## src/rtl/custom_axi_regs_if.sv

```systemverilog
// AXI4-Lite bus bundle for custom_axi_regs; the interconnect side is the master.
interface custom_axi_regs_if #(
  parameter int ADDR_WIDTH = 4,
  parameter int DATA_WIDTH = 32
);
  logic [ADDR_WIDTH-1:0]   s_awaddr;
  logic                    s_awvalid;
  logic                    s_awready;
  logic [DATA_WIDTH-1:0]   s_wdata;
  logic [DATA_WIDTH/8-1:0] s_wstrb;
  logic                    s_wvalid;
  logic                    s_wready;
  logic [1:0]              s_bresp;
  logic                    s_bvalid;
  logic                    s_bready;
  logic [ADDR_WIDTH-1:0]   s_araddr;
  logic                    s_arvalid;
  logic                    s_arready;
  logic [DATA_WIDTH-1:0]   s_rdata;
  logic [1:0]              s_rresp;
  logic                    s_rvalid;
  logic                    s_rready;

  modport master (
    output s_awaddr, s_awvalid, input s_awready,
    output s_wdata, s_wstrb, s_wvalid, input s_wready,
    input s_bresp, s_bvalid, output s_bready,
    output s_araddr, s_arvalid, input s_arready,
    input s_rdata, s_rresp, s_rvalid, output s_rready
  );

  modport slave (
    input s_awaddr, s_awvalid, output s_awready,
    input s_wdata, s_wstrb, s_wvalid, output s_wready,
    output s_bresp, s_bvalid, input s_bready,
    input s_araddr, s_arvalid, output s_arready,
    output s_rdata, s_rresp, s_rvalid, input s_rready
  );
endinterface

```

## src/rtl/custom_axi_regs.sv

```systemverilog
// AXI4-Lite register file for custom_axi_ip: CTRL/DIN drive the core, RESULT/STATUS
// capture its output. AW and W each have a one-entry holding slot.
module custom_axi_regs #(
  parameter int ADDR_WIDTH = 4,
  parameter int DATA_WIDTH = 32
) (
  input  logic                  clk_i,
  input  logic                  rst_i,
  custom_axi_regs_if.slave      s,
  output logic [DATA_WIDTH-1:0] din,
  output logic                  enable_in,
  input  logic [DATA_WIDTH:0]   dout,
  input  logic [1:0]            enable_out,
  input  logic [1:0]            status_i
);
  localparam logic [1:0] REG_CTRL   = 2'd0;
  localparam logic [1:0] REG_DIN    = 2'd1;
  localparam logic [1:0] REG_RESULT = 2'd2;
  localparam logic [1:0] REG_STATUS = 2'd3;
  localparam int         NBYTES     = DATA_WIDTH / 8;

  logic                  aw_full_q, aw_full_d;
  logic [1:0]            aw_sel_q, aw_sel_d;
  logic                  w_full_q, w_full_d;
  logic [DATA_WIDTH-1:0] w_data_q, w_data_d;
  logic [NBYTES-1:0]     w_strb_q, w_strb_d;
  logic                  bvalid_q, bvalid_d;
  logic                  rvalid_q, rvalid_d;
  logic [DATA_WIDTH-1:0] rdata_q, rdata_d;
  logic [DATA_WIDTH-1:0] din_q, din_d;
  logic                  enable_in_q, enable_in_d;
  logic [DATA_WIDTH-1:0] result_q, result_d;
  logic                  done_q, done_d;
  logic                  overrun_q, overrun_d;

  logic commit;
  logic capture;
  logic unused_bits;

  assign commit  = aw_full_q && w_full_q && !bvalid_q;
  assign capture = enable_out[0] && dout[0];

  always_comb begin
    aw_full_d   = aw_full_q;
    aw_sel_d    = aw_sel_q;
    w_full_d    = w_full_q;
    w_data_d    = w_data_q;
    w_strb_d    = w_strb_q;
    bvalid_d    = bvalid_q;
    rvalid_d    = rvalid_q;
    rdata_d     = rdata_q;
    din_d       = din_q;
    enable_in_d = 1'b0;
    result_d    = result_q;
    done_d      = done_q;
    overrun_d   = overrun_q;

    if (s.s_awvalid && !aw_full_q) begin
      aw_full_d = 1'b1;
      aw_sel_d  = s.s_awaddr[3:2];
    end
    if (s.s_wvalid && !w_full_q) begin
      w_full_d = 1'b1;
      w_data_d = s.s_wdata;
      w_strb_d = s.s_wstrb;
    end

    if (bvalid_q && s.s_bready) begin
      bvalid_d = 1'b0;
    end

    if (commit) begin
      aw_full_d = 1'b0;
      w_full_d  = 1'b0;
      bvalid_d  = 1'b1;
      case (aw_sel_q)
        REG_CTRL: enable_in_d = w_strb_q[0] && w_data_q[0];
        REG_DIN: begin
          for (int b = 0; b < NBYTES; b++) begin
            if (w_strb_q[b]) din_d[8*b +: 8] = w_data_q[8*b +: 8];
          end
        end
        REG_STATUS: begin
          if (w_strb_q[0] && w_data_q[0]) done_d    = 1'b0;
          if (w_strb_q[0] && w_data_q[1]) overrun_d = 1'b0;
        end
        default: ;
      endcase
    end

    // Capture is evaluated after the W1C so a same-edge result keeps DONE set.
    if (capture) begin
      result_d = dout[DATA_WIDTH:1];
      done_d   = 1'b1;
      if (done_q) overrun_d = 1'b1;
    end

    if (s.s_arvalid && !rvalid_q) begin
      rvalid_d = 1'b1;
      case (s.s_araddr[3:2])
        REG_DIN:    rdata_d = din_q;
        REG_RESULT: rdata_d = result_q;
        REG_STATUS: rdata_d = {{(DATA_WIDTH-4){1'b0}}, status_i, overrun_q, done_q};
        default:    rdata_d = '0;
      endcase
    end else if (rvalid_q && s.s_rready) begin
      rvalid_d = 1'b0;
    end
  end

  always_ff @(posedge clk_i or posedge rst_i) begin
    if (rst_i) begin
      aw_full_q   <= 1'b0;
      aw_sel_q    <= 2'd0;
      w_full_q    <= 1'b0;
      w_data_q    <= '0;
      w_strb_q    <= '0;
      bvalid_q    <= 1'b0;
      rvalid_q    <= 1'b0;
      rdata_q     <= '0;
      din_q       <= '0;
      enable_in_q <= 1'b0;
      result_q    <= '0;
      done_q      <= 1'b0;
      overrun_q   <= 1'b0;
    end else begin
      aw_full_q   <= aw_full_d;
      aw_sel_q    <= aw_sel_d;
      w_full_q    <= w_full_d;
      w_data_q    <= w_data_d;
      w_strb_q    <= w_strb_d;
      bvalid_q    <= bvalid_d;
      rvalid_q    <= rvalid_d;
      rdata_q     <= rdata_d;
      din_q       <= din_d;
      enable_in_q <= enable_in_d;
      result_q    <= result_d;
      done_q      <= done_d;
      overrun_q   <= overrun_d;
    end
  end

  assign s.s_awready = !aw_full_q;
  assign s.s_wready  = !w_full_q;
  assign s.s_bvalid  = bvalid_q;
  assign s.s_bresp   = 2'b00;
  assign s.s_arready = !rvalid_q;
  assign s.s_rvalid  = rvalid_q;
  assign s.s_rdata   = rdata_q;
  assign s.s_rresp   = 2'b00;
  assign din         = din_q;
  assign enable_in   = enable_in_q;

  // Byte-offset address bits and enable_out[1] carry no meaning here.
  assign unused_bits = ^{s.s_awaddr, s.s_araddr, enable_out[1]};
endmodule

```

## src/flat_wrapper.sv

```systemverilog
// flat-port wrapper written by rule: the top's interface ports become plain ports
module custom_axi_regs_flat 
#(
  parameter int ADDR_WIDTH = 4,
  parameter int DATA_WIDTH = 32
)
  (clk_i, rst_i, din, enable_in, dout, enable_out, status_i, s_s_awaddr, s_s_awvalid, s_s_awready, s_s_wdata, s_s_wstrb, s_s_wvalid, s_s_wready, s_s_bresp, s_s_bvalid, s_s_bready, s_s_araddr, s_s_arvalid, s_s_arready, s_s_rdata, s_s_rresp, s_s_rvalid, s_s_rready);
  custom_axi_regs_if #(.ADDR_WIDTH(ADDR_WIDTH), .DATA_WIDTH(DATA_WIDTH)) s_i ();
  input  logic clk_i;
  input  logic rst_i;
  output logic [DATA_WIDTH-1:0] din;
  output logic enable_in;
  input  logic [DATA_WIDTH:0] dout;
  input  logic [1:0] enable_out;
  input  logic [1:0] status_i;
  input wire logic [$bits(s_i.s_awaddr)-1:0] s_s_awaddr;
  input wire logic [$bits(s_i.s_awvalid)-1:0] s_s_awvalid;
  output wire logic [$bits(s_i.s_awready)-1:0] s_s_awready;
  input wire logic [$bits(s_i.s_wdata)-1:0] s_s_wdata;
  input wire logic [$bits(s_i.s_wstrb)-1:0] s_s_wstrb;
  input wire logic [$bits(s_i.s_wvalid)-1:0] s_s_wvalid;
  output wire logic [$bits(s_i.s_wready)-1:0] s_s_wready;
  output wire logic [$bits(s_i.s_bresp)-1:0] s_s_bresp;
  output wire logic [$bits(s_i.s_bvalid)-1:0] s_s_bvalid;
  input wire logic [$bits(s_i.s_bready)-1:0] s_s_bready;
  input wire logic [$bits(s_i.s_araddr)-1:0] s_s_araddr;
  input wire logic [$bits(s_i.s_arvalid)-1:0] s_s_arvalid;
  output wire logic [$bits(s_i.s_arready)-1:0] s_s_arready;
  output wire logic [$bits(s_i.s_rdata)-1:0] s_s_rdata;
  output wire logic [$bits(s_i.s_rresp)-1:0] s_s_rresp;
  output wire logic [$bits(s_i.s_rvalid)-1:0] s_s_rvalid;
  input wire logic [$bits(s_i.s_rready)-1:0] s_s_rready;
  assign s_i.s_awaddr = s_s_awaddr;
  assign s_i.s_awvalid = s_s_awvalid;
  assign s_s_awready = s_i.s_awready;
  assign s_i.s_wdata = s_s_wdata;
  assign s_i.s_wstrb = s_s_wstrb;
  assign s_i.s_wvalid = s_s_wvalid;
  assign s_s_wready = s_i.s_wready;
  assign s_s_bresp = s_i.s_bresp;
  assign s_s_bvalid = s_i.s_bvalid;
  assign s_i.s_bready = s_s_bready;
  assign s_i.s_araddr = s_s_araddr;
  assign s_i.s_arvalid = s_s_arvalid;
  assign s_s_arready = s_i.s_arready;
  assign s_s_rdata = s_i.s_rdata;
  assign s_s_rresp = s_i.s_rresp;
  assign s_s_rvalid = s_i.s_rvalid;
  assign s_i.s_rready = s_s_rready;
  custom_axi_regs #(.ADDR_WIDTH(ADDR_WIDTH), .DATA_WIDTH(DATA_WIDTH)) u_core (.clk_i(clk_i), .rst_i(rst_i), .s(s_i), .din(din), .enable_in(enable_in), .dout(dout), .enable_out(enable_out), .status_i(status_i));
endmodule
```

## config.mk

```make
export PLATFORM = sky130hd
export DESIGN_NAME = custom_axi_regs_flat
export DESIGN_NICKNAME = d
export VERILOG_FILES = /design/src/rtl/custom_axi_regs_if.sv /design/src/rtl/custom_axi_regs.sv /design/src/flat_wrapper.sv
export SDC_FILE = /design/constraint.sdc
export NUM_CORES = 1
export LEC_CHECK = 0
export CORE_ASPECT_RATIO = 0.5
export CORE_MARGIN = 5
export CORE_UTILIZATION = 51
export CTS_CLUSTER_DIAMETER = 120
export DETAILED_ROUTE_END_ITERATION = 10
export PLACE_DENSITY_LB_ADDON = 0.08
export SYNTH_ARGS = -nofsm -noshare
export SYNTH_HDL_FRONTEND = slang
export SYNTH_SLANG_ARGS = --single-unit
export TNS_END_PERCENT = 50
```

## constraint.sdc

```tcl
create_clock -name clk_i -period 14.8 [get_ports clk_i]
set_clock_uncertainty 0.05 [all_clocks]
set_input_delay 4.44 -clock clk_i [delete_from_list [all_inputs] [get_ports clk_i]]
set_output_delay 4.44 -clock clk_i [all_outputs]
set_load 0.02 [all_outputs]
```

Word level (Yosys, flattened, before mapping)
Cells that the tools add are included.
W data, S select, Z words.
- bits in registers: 141
- input bits: 88
- output and inout port bits: 74
- word-level logic and storage cells: 68
- equal/unequal tests: 5
- mux-type cells: 20
- reductions and logical operators: 27
- operators by type and width (kind ; count):
    $pmux W32 S3 ; 1
    $mux W1 ; 19
    $reduce_and A3 Y1 ; 5
    $reduce_bool A2 Y1 ; 7
    $logic_and A1 B1 Y1 ; 10
    $eq A2 B2 Y1 const B ; 3
    $eq A2 B1 Y1 const B ; 2
    $logic_not A1 Y1 ; 4
    $logic_not A2 Y1 ; 1

Depth between registers and ports, before layout
- depth after elaboration: 6
- mapped depth: 5
- depth with buffers taken out: 3

Worst setup path after synthesis
OpenSTA, ideal clock, no wires.
- path kind: input-to-reg
- start: in s_s_wvalid
- end: reg u_core.w_data_q[0]
- library setup time: 0.125 ns
- arrival: 5.279 ns
- required time: 14.625 ns
- path slack: 9.346 ns
- stages on the path: 4
- buffers on the path: 2
- cell sequence: nor2b_1 > buf_2 > buf_2 > mux2_2
- cells in the longest elaborated chain, start to end: 1
- ends and longest elaborated chain (item ; RTL line ; RTL):
    from (decl) ; flat_wrapper.sv:21 ; input wire logic [$bits(s_i.s_wvalid)-1:0] s_s_wvalid;
    $logic_and A1 B1 Y1 ; custom_axi_regs.sv:62 ; if (s.s_wvalid && !w_full_q) begin
    to (signal assigned) ; custom_axi_regs.sv:130 ; w_data_q <= w_data_d;
    to (decl) ; custom_axi_regs.sv:25 ; logic [DATA_WIDTH-1:0] w_data_q, w_data_d;
No other way between the ends.
A chain may end at the register's enable or synchronous reset.

Worst setup path after layout
- start: reg u_core.w_full_q
- end: out s_s_wready
- cells in the longest elaborated chain, start to end: 1
- ends and longest elaborated chain (item ; RTL line ; RTL):
    from (decl) ; custom_axi_regs.sv:24 ; logic w_full_q, w_full_d;
    from (signal assigned) ; custom_axi_regs.sv:129 ; w_full_q <= w_full_d;
    $logic_not A1 Y1 ; custom_axi_regs.sv:144 ; assign s.s_wready = !w_full_q;
    to (decl) ; flat_wrapper.sv:22 ; output wire logic [$bits(s_i.s_wready)-1:0] s_s_wready;
No other way between the ends.

==> report_table.html <==
<table>
<tr><th>Metric</th><th>Value</th></tr>
<tr><th colspan="2">Worst setup path</th></tr>
<tr><td>Number of buffer and inverter instances along the worst setup path</td><td>2</td></tr>
<tr><td>Worst setup path category</td><td>reg2out</td></tr>
<tr><td>Max incr delay on CP</td><td>0.63 ns</td></tr>
<tr><td>Startpoint of the most critical setup path</td><td>u_core.w_full_q</td></tr>
<tr><td>Delay-heaviest family, CP</td><td>buffers and inverters</td></tr>
<tr><td>Register-to-register path setup slack</td><td>12.80 ns</td></tr>
<tr><td>Worst endpoint data arrival time</td><td>1.67 ns</td></tr>
<tr><td>RR Startpoint</td><td>u_core.w_full_q</td></tr>
<tr><td>Nature of the critical path endpoint</td><td>primary output</td></tr>
<tr><td>Reg2Reg Depth</td><td>2</td></tr>
<tr><td>Worst reg2reg endpoint</td><td>u_core.w_data_q[18]</td></tr>
<tr><td>CP Max Fanout</td><td>8</td></tr>
<tr><td>Data required time of the worst path</td><td>just over 10 ns</td></tr>
<tr><td>Critical path launch point type</td><td>flip-flop</td></tr>
<tr><td>Cell Chain, Critical Path</td><td>inv_1 -&gt; clkdlybuf4s50_1</td></tr>
<tr><td>Cell with the largest stage delay on the worst path</td><td>sky130_fd_sc_hd__clkdlybuf4s50_1</td></tr>
<tr><th colspan="2">Hold path</th></tr>
<tr><td>Type of the tightest min-delay check</td><td>reg2reg</td></tr>
<tr><td>Launch point of the worst hold path</td><td>u_core.overrun_q</td></tr>
<tr><td>Instance count along the most critical hold path</td><td>1</td></tr>
<tr><td>Terminating pin of the worst hold path</td><td>u_core.overrun_q</td></tr>
<tr><th colspan="2">Routing</th></tr>
<tr><td>Initial DRC Count</td><td>179</td></tr>
<tr><td>Top Metal Used</td><td>met4</td></tr>
<tr><td>Met2 routed wirelength</td><td>6046 µm</td></tr>
<tr><td>Post-route DRC</td><td>0</td></tr>
<tr><td>Final Routed Wirelength</td><td>between 10000 and 15000 µm</td></tr>
<tr><td>Metal3 WL</td><td>966 µm</td></tr>
<tr><td>Iteration count of the initial detailed-routing pass</td><td>4</td></tr>
<tr><td>Average wire per standard cell</td><td>18.57 µm</td></tr>
<tr><td>Post-DRT Antenna Nets</td><td>0</td></tr>
<tr><td>Number of vias in the routed layout</td><td>3763</td></tr>
<tr><td>Vias per Instance</td><td>5.300</td></tr>
<tr><td>Metal1 wirelength</td><td>6071 µm</td></tr>
<tr><th colspan="2">STA</th></tr>
<tr><td>Relative slew margins</td><td>25.68%</td></tr>
<tr><td>Final Max Tran Viols</td><td>0</td></tr>
<tr><td>Fmax</td><td>162.2 MHz</td></tr>
<tr><td>Post-layout minimum cycle time</td><td>6.164 ns</td></tr>
<tr><td>Fin Hold WS</td><td>~0.44 ns</td></tr>
<tr><td>Final setup vio count</td><td>0</td></tr>
<tr><td>Worst slew pin tran</td><td>1.112 ns</td></tr>
<tr><td>Tcrit/Tclk final</td><td>41.65%</td></tr>
<tr><td>Setup repair after global routing missed its margin</td><td>no</td></tr>
<tr><td>Final setup slack of the worst path</td><td>between 8 and 9 ns</td></tr>
<tr><td>Setup TNS</td><td>0 ns</td></tr>
<tr><td>Final Hold Fails</td><td>0</td></tr>
<tr><th colspan="2">Status</th></tr>
<tr><td>Status</td><td>finished, final reports clean</td></tr>
<tr><th colspan="2">Synth</th></tr>
<tr><td>Number of synthesized register bits</td><td>141</td></tr>
<tr><td>Post-synthesis cell type count</td><td>27</td></tr>
<tr><td>Per-instance average area after synthesis</td><td>14.16 µm²</td></tr>
<tr><td>Area of the mapped netlist</td><td>~5700 µm²</td></tr>
<tr><td>Share of the yosys chip area belonging to registers</td><td>61.98%</td></tr>
<tr><td>Yosys Warn Count</td><td>0</td></tr>
<tr><td>Gate count of the mapped netlist</td><td>between 400 and 500</td></tr>
<tr><th colspan="2">Floorplanning</th></tr>
<tr><td>Full die area</td><td>13500 µm²</td></tr>
<tr><td>Starting utilization of the core area</td><td>between 50% and 60%</td></tr>
<tr><td>Ports placed on the boundary</td><td>162</td></tr>
<tr><td>Die H</td><td>84.71 µm</td></tr>
<tr><td>Core ar.</td><td>10950 µm²</td></tr>
<tr><td>Std-Cell Rows</td><td>27</td></tr>
<tr><td>Chip Width</td><td>159.4 µm</td></tr>
<tr><th colspan="2">Place</th></tr>
<tr><td>HPWL Detailed</td><td>8738 µm</td></tr>
<tr><td>Quantity of I/O buffers inserted on ports</td><td>152</td></tr>
<tr><td>Global placer's final weighted congestion</td><td>0.7878</td></tr>
<tr><td>Placed Cells</td><td>679</td></tr>
<tr><td>Placement-stage worst setup slack</td><td>8.328 ns</td></tr>
<tr><td>Placed standard-cell area</td><td>7306 µm²</td></tr>
<tr><th colspan="2">Run</th></tr>
<tr><td>Max-cap violations</td><td>0</td></tr>
<tr><th colspan="2">Global route</th></tr>
<tr><td>Wire length of the first global-routing pass</td><td>about 22000 µm</td></tr>
<tr><td>Vias in the first global route</td><td>4007</td></tr>
<tr><td>Initial antenna violation count</td><td>0</td></tr>
<tr><td>Overall overflow remaining after global route</td><td>0</td></tr>
<tr><td>All-Layer GR Usage</td><td>20.24%</td></tr>
<tr><td>Pin count of the biggest net entering global routing</td><td>72</td></tr>
<tr><th colspan="2">Clocking</th></tr>
<tr><td>Number of post-CTS setup repair buffers</td><td>0</td></tr>
<tr><td>H-tree level count</td><td>4</td></tr>
<tr><td>Clock tree from TritonCTS</td><td>built</td></tr>
<tr><td>Clock buffers created by TritonCTS</td><td>17</td></tr>
<tr><td>Resize count post-CTS</td><td>0</td></tr>
<tr><td>Root Buffer Master</td><td>sky130_fd_sc_hd__clkbuf_16</td></tr>
<tr><td>Clock latency of the later-clocked register in the worst-skew pair</td><td>0.41 ns</td></tr>
<tr><td>Clk slew on worst S/H paths</td><td>about 0.060 ns</td></tr>
<tr><td>Number of buffers on the longest clock path</td><td>2</td></tr>
<tr><td>Num Clock Sinks</td><td>~140</td></tr>
<tr><td>Hold buffer count at cts</td><td>0</td></tr>
<tr><th colspan="2">Final layout</th></tr>
<tr><td>Multi-input combinational cell area</td><td>2013 µm²</td></tr>
<tr><td>Share of final-layout standard cells stronger than drive strength 1</td><td>25.66%</td></tr>
<tr><td>Non-Filler Instances</td><td>710</td></tr>
<tr><td>Number of antenna cells inserted</td><td>0</td></tr>
<tr><td>Fin area</td><td>7959 µm²</td></tr>
<tr><td>Final core occ</td><td>between 70% and 80%</td></tr>
<tr><td>Register area</td><td>3528 µm²</td></tr>
<tr><td>NumNets Final</td><td>641</td></tr>
<tr><td>Area growth from synthesis to layout</td><td>39.80%</td></tr>
<tr><td>Fill cells</td><td>763</td></tr>
<tr><th colspan="2">Power</th></tr>
<tr><td>Max rail drop VDD</td><td>0.1204 mV</td></tr>
<tr><td>Leakage</td><td>3.371 nW</td></tr>
<tr><td>Post-route total power</td><td>around 1.6 mW</td></tr>
<tr><td>Power density normalized to cell area</td><td>200.2 nW/µm²</td></tr>
</table>
layout make-up:
| class | instances | area share (%) |
|---|---|---|
| clock buffer | 20 | 5.487 |
| clock inverter | 11 | 2.720 |
| inverter | 5 | 0.2987 |
| multi-input combinational | 231 | 25.29 |
| sequential | 141 | 44.33 |
| tap | 145 | 2.280 |
| timing repair buffer | 157 | 19.59 |
cells in the mapped netlist:
cell | count | area, µm²
sky130_fd_sc_hd__a221oi_1 | 32 | 280.3
sky130_fd_sc_hd__a22o_1 | 1 | 8.760
sky130_fd_sc_hd__a32o_1 | 1 | 10.01
sky130_fd_sc_hd__and2b_1 | 1 | 7.510
sky130_fd_sc_hd__and3_1 | 3 | 18.77
sky130_fd_sc_hd__and4b_1 | 1 | 10.01
sky130_fd_sc_hd__and4bb_1 | 1 | 12.51
sky130_fd_sc_hd__buf_2 | 13 | 65.06
sky130_fd_sc_hd__buf_4 | 4 | 30.03
sky130_fd_sc_hd__buf_6 | 3 | 33.78
sky130_fd_sc_hd__clkbuf_1 | 8 | 30.03
sky130_fd_sc_hd__conb_1 | 1 | 3.750
sky130_fd_sc_hd__dfrtp_1 | 141 | 3528
sky130_fd_sc_hd__inv_1 | 5 | 18.77
sky130_fd_sc_hd__mux2_2 | 82 | 923.4
sky130_fd_sc_hd__mux2_4 | 24 | 360.4
sky130_fd_sc_hd__nand2_1 | 2 | 7.510
sky130_fd_sc_hd__nand2b_1 | 1 | 6.260
sky130_fd_sc_hd__nand3_1 | 1 | 5.000
sky130_fd_sc_hd__nand4_1 | 2 | 12.51
sky130_fd_sc_hd__nand4b_1 | 1 | 8.760
sky130_fd_sc_hd__nor2_1 | 64 | 240.2
sky130_fd_sc_hd__nor2b_1 | 4 | 25.02
sky130_fd_sc_hd__nor3_1 | 1 | 5.000
sky130_fd_sc_hd__nor3_4 | 1 | 16.27
sky130_fd_sc_hd__o21a_1 | 2 | 15.01
sky130_fd_sc_hd__o21ai_0 | 2 | 10.01
report_power, final:
part	total (mW)	leakage (nW)	internal [mW]	switching, mW
logic	0.496	1.40	0.283	0.212
clock network	0.472	0.306	0.315	0.157
registers	0.625	1.67	0.525	0.101
total	1.59	3.37	1.12	0.470
worst max-delay path by stage:
| stage | endpoint | slack (ns) | cells past startpoint |
|---|---|---|---|
| detailed placement | u_core.w_data_q[10] | 8.33 | 3 |
| global route | s_s_wready | 8.57 | 2 |
| finish | s_s_wready | 8.64 | 2 |
| global placement | u_core.w_data_q[13] | 8.33 | 3 |
| CTS | s_s_wready | 8.62 | 2 |
| floorplan | u_core.aw_full_q | 6.53 | 1 |
state kept, by name, indices dropped and copies added (netlist names):
| signal | count |
|---|---|
| u_core.overrun_q | 1 |
| u_core.enable_in | 1 |
| u_core.din | 32 |
| u_core.result_q | 32 |
| u_core.s.s_rdata | 32 |
| u_core.aw_sel_q | 2 |
| u_core.done_q | 1 |
| u_core.aw_full_q | 1 |
| u_core.w_data_q | 32 |
| u_core.s.s_rvalid | 1 |
| u_core.w_strb_q | 4 |
| u_core.w_full_q | 1 |
| u_core.s.s_bvalid | 1 |
cell usage in the layout (no fill, tap or decap), types with 3 or more instances in the layout:
master and count:
sky130_fd_sc_hd__clkbuf_1 3, sky130_fd_sc_hd__clkinvlp_4 3, sky130_fd_sc_hd__buf_4 5, sky130_fd_sc_hd__bufinv_16 6
sky130_fd_sc_hd__nor2_1 64, sky130_fd_sc_hd__a221oi_1 32, sky130_fd_sc_hd__clkdlybuf4s50_1 152, sky130_fd_sc_hd__dfrtp_1 141
sky130_fd_sc_hd__clkbuf_16 17, sky130_fd_sc_hd__mux2_4 24, sky130_fd_sc_hd__and3_1 3, sky130_fd_sc_hd__conb_1 4
sky130_fd_sc_hd__mux2_2 82, sky130_fd_sc_hd__inv_1 4
worst register-to-register path: cells and delay by family, from the launching register on:
kind	cells	cell delay, ns
simple gates	1	0.90
mux	1	0.45
flops	1	0.47
per-layer routing:
| metal | global-route usage [%] | up-vias |
|---|---|---|
| met5 | 0 | - |
| met4 | 5.728 | 0 |
| met3 | 6.572 | 11 |
| met2 | 31.23 | 123 |
| met1 | 27.81 | 1894 |
| li1 | - | 1735 |
kinds of logic after synthesis:
logic type / Yosys count / share of synthesized area (%)
flops: 141 / 61.98
mux: 106 / 22.55
simple gates: 83 / 6.593
compound gates: 38 / 5.692
buf+inv: 33 / 3.121
other cells: 1 / 0.06587
Power figures use the tool's default switching activity.
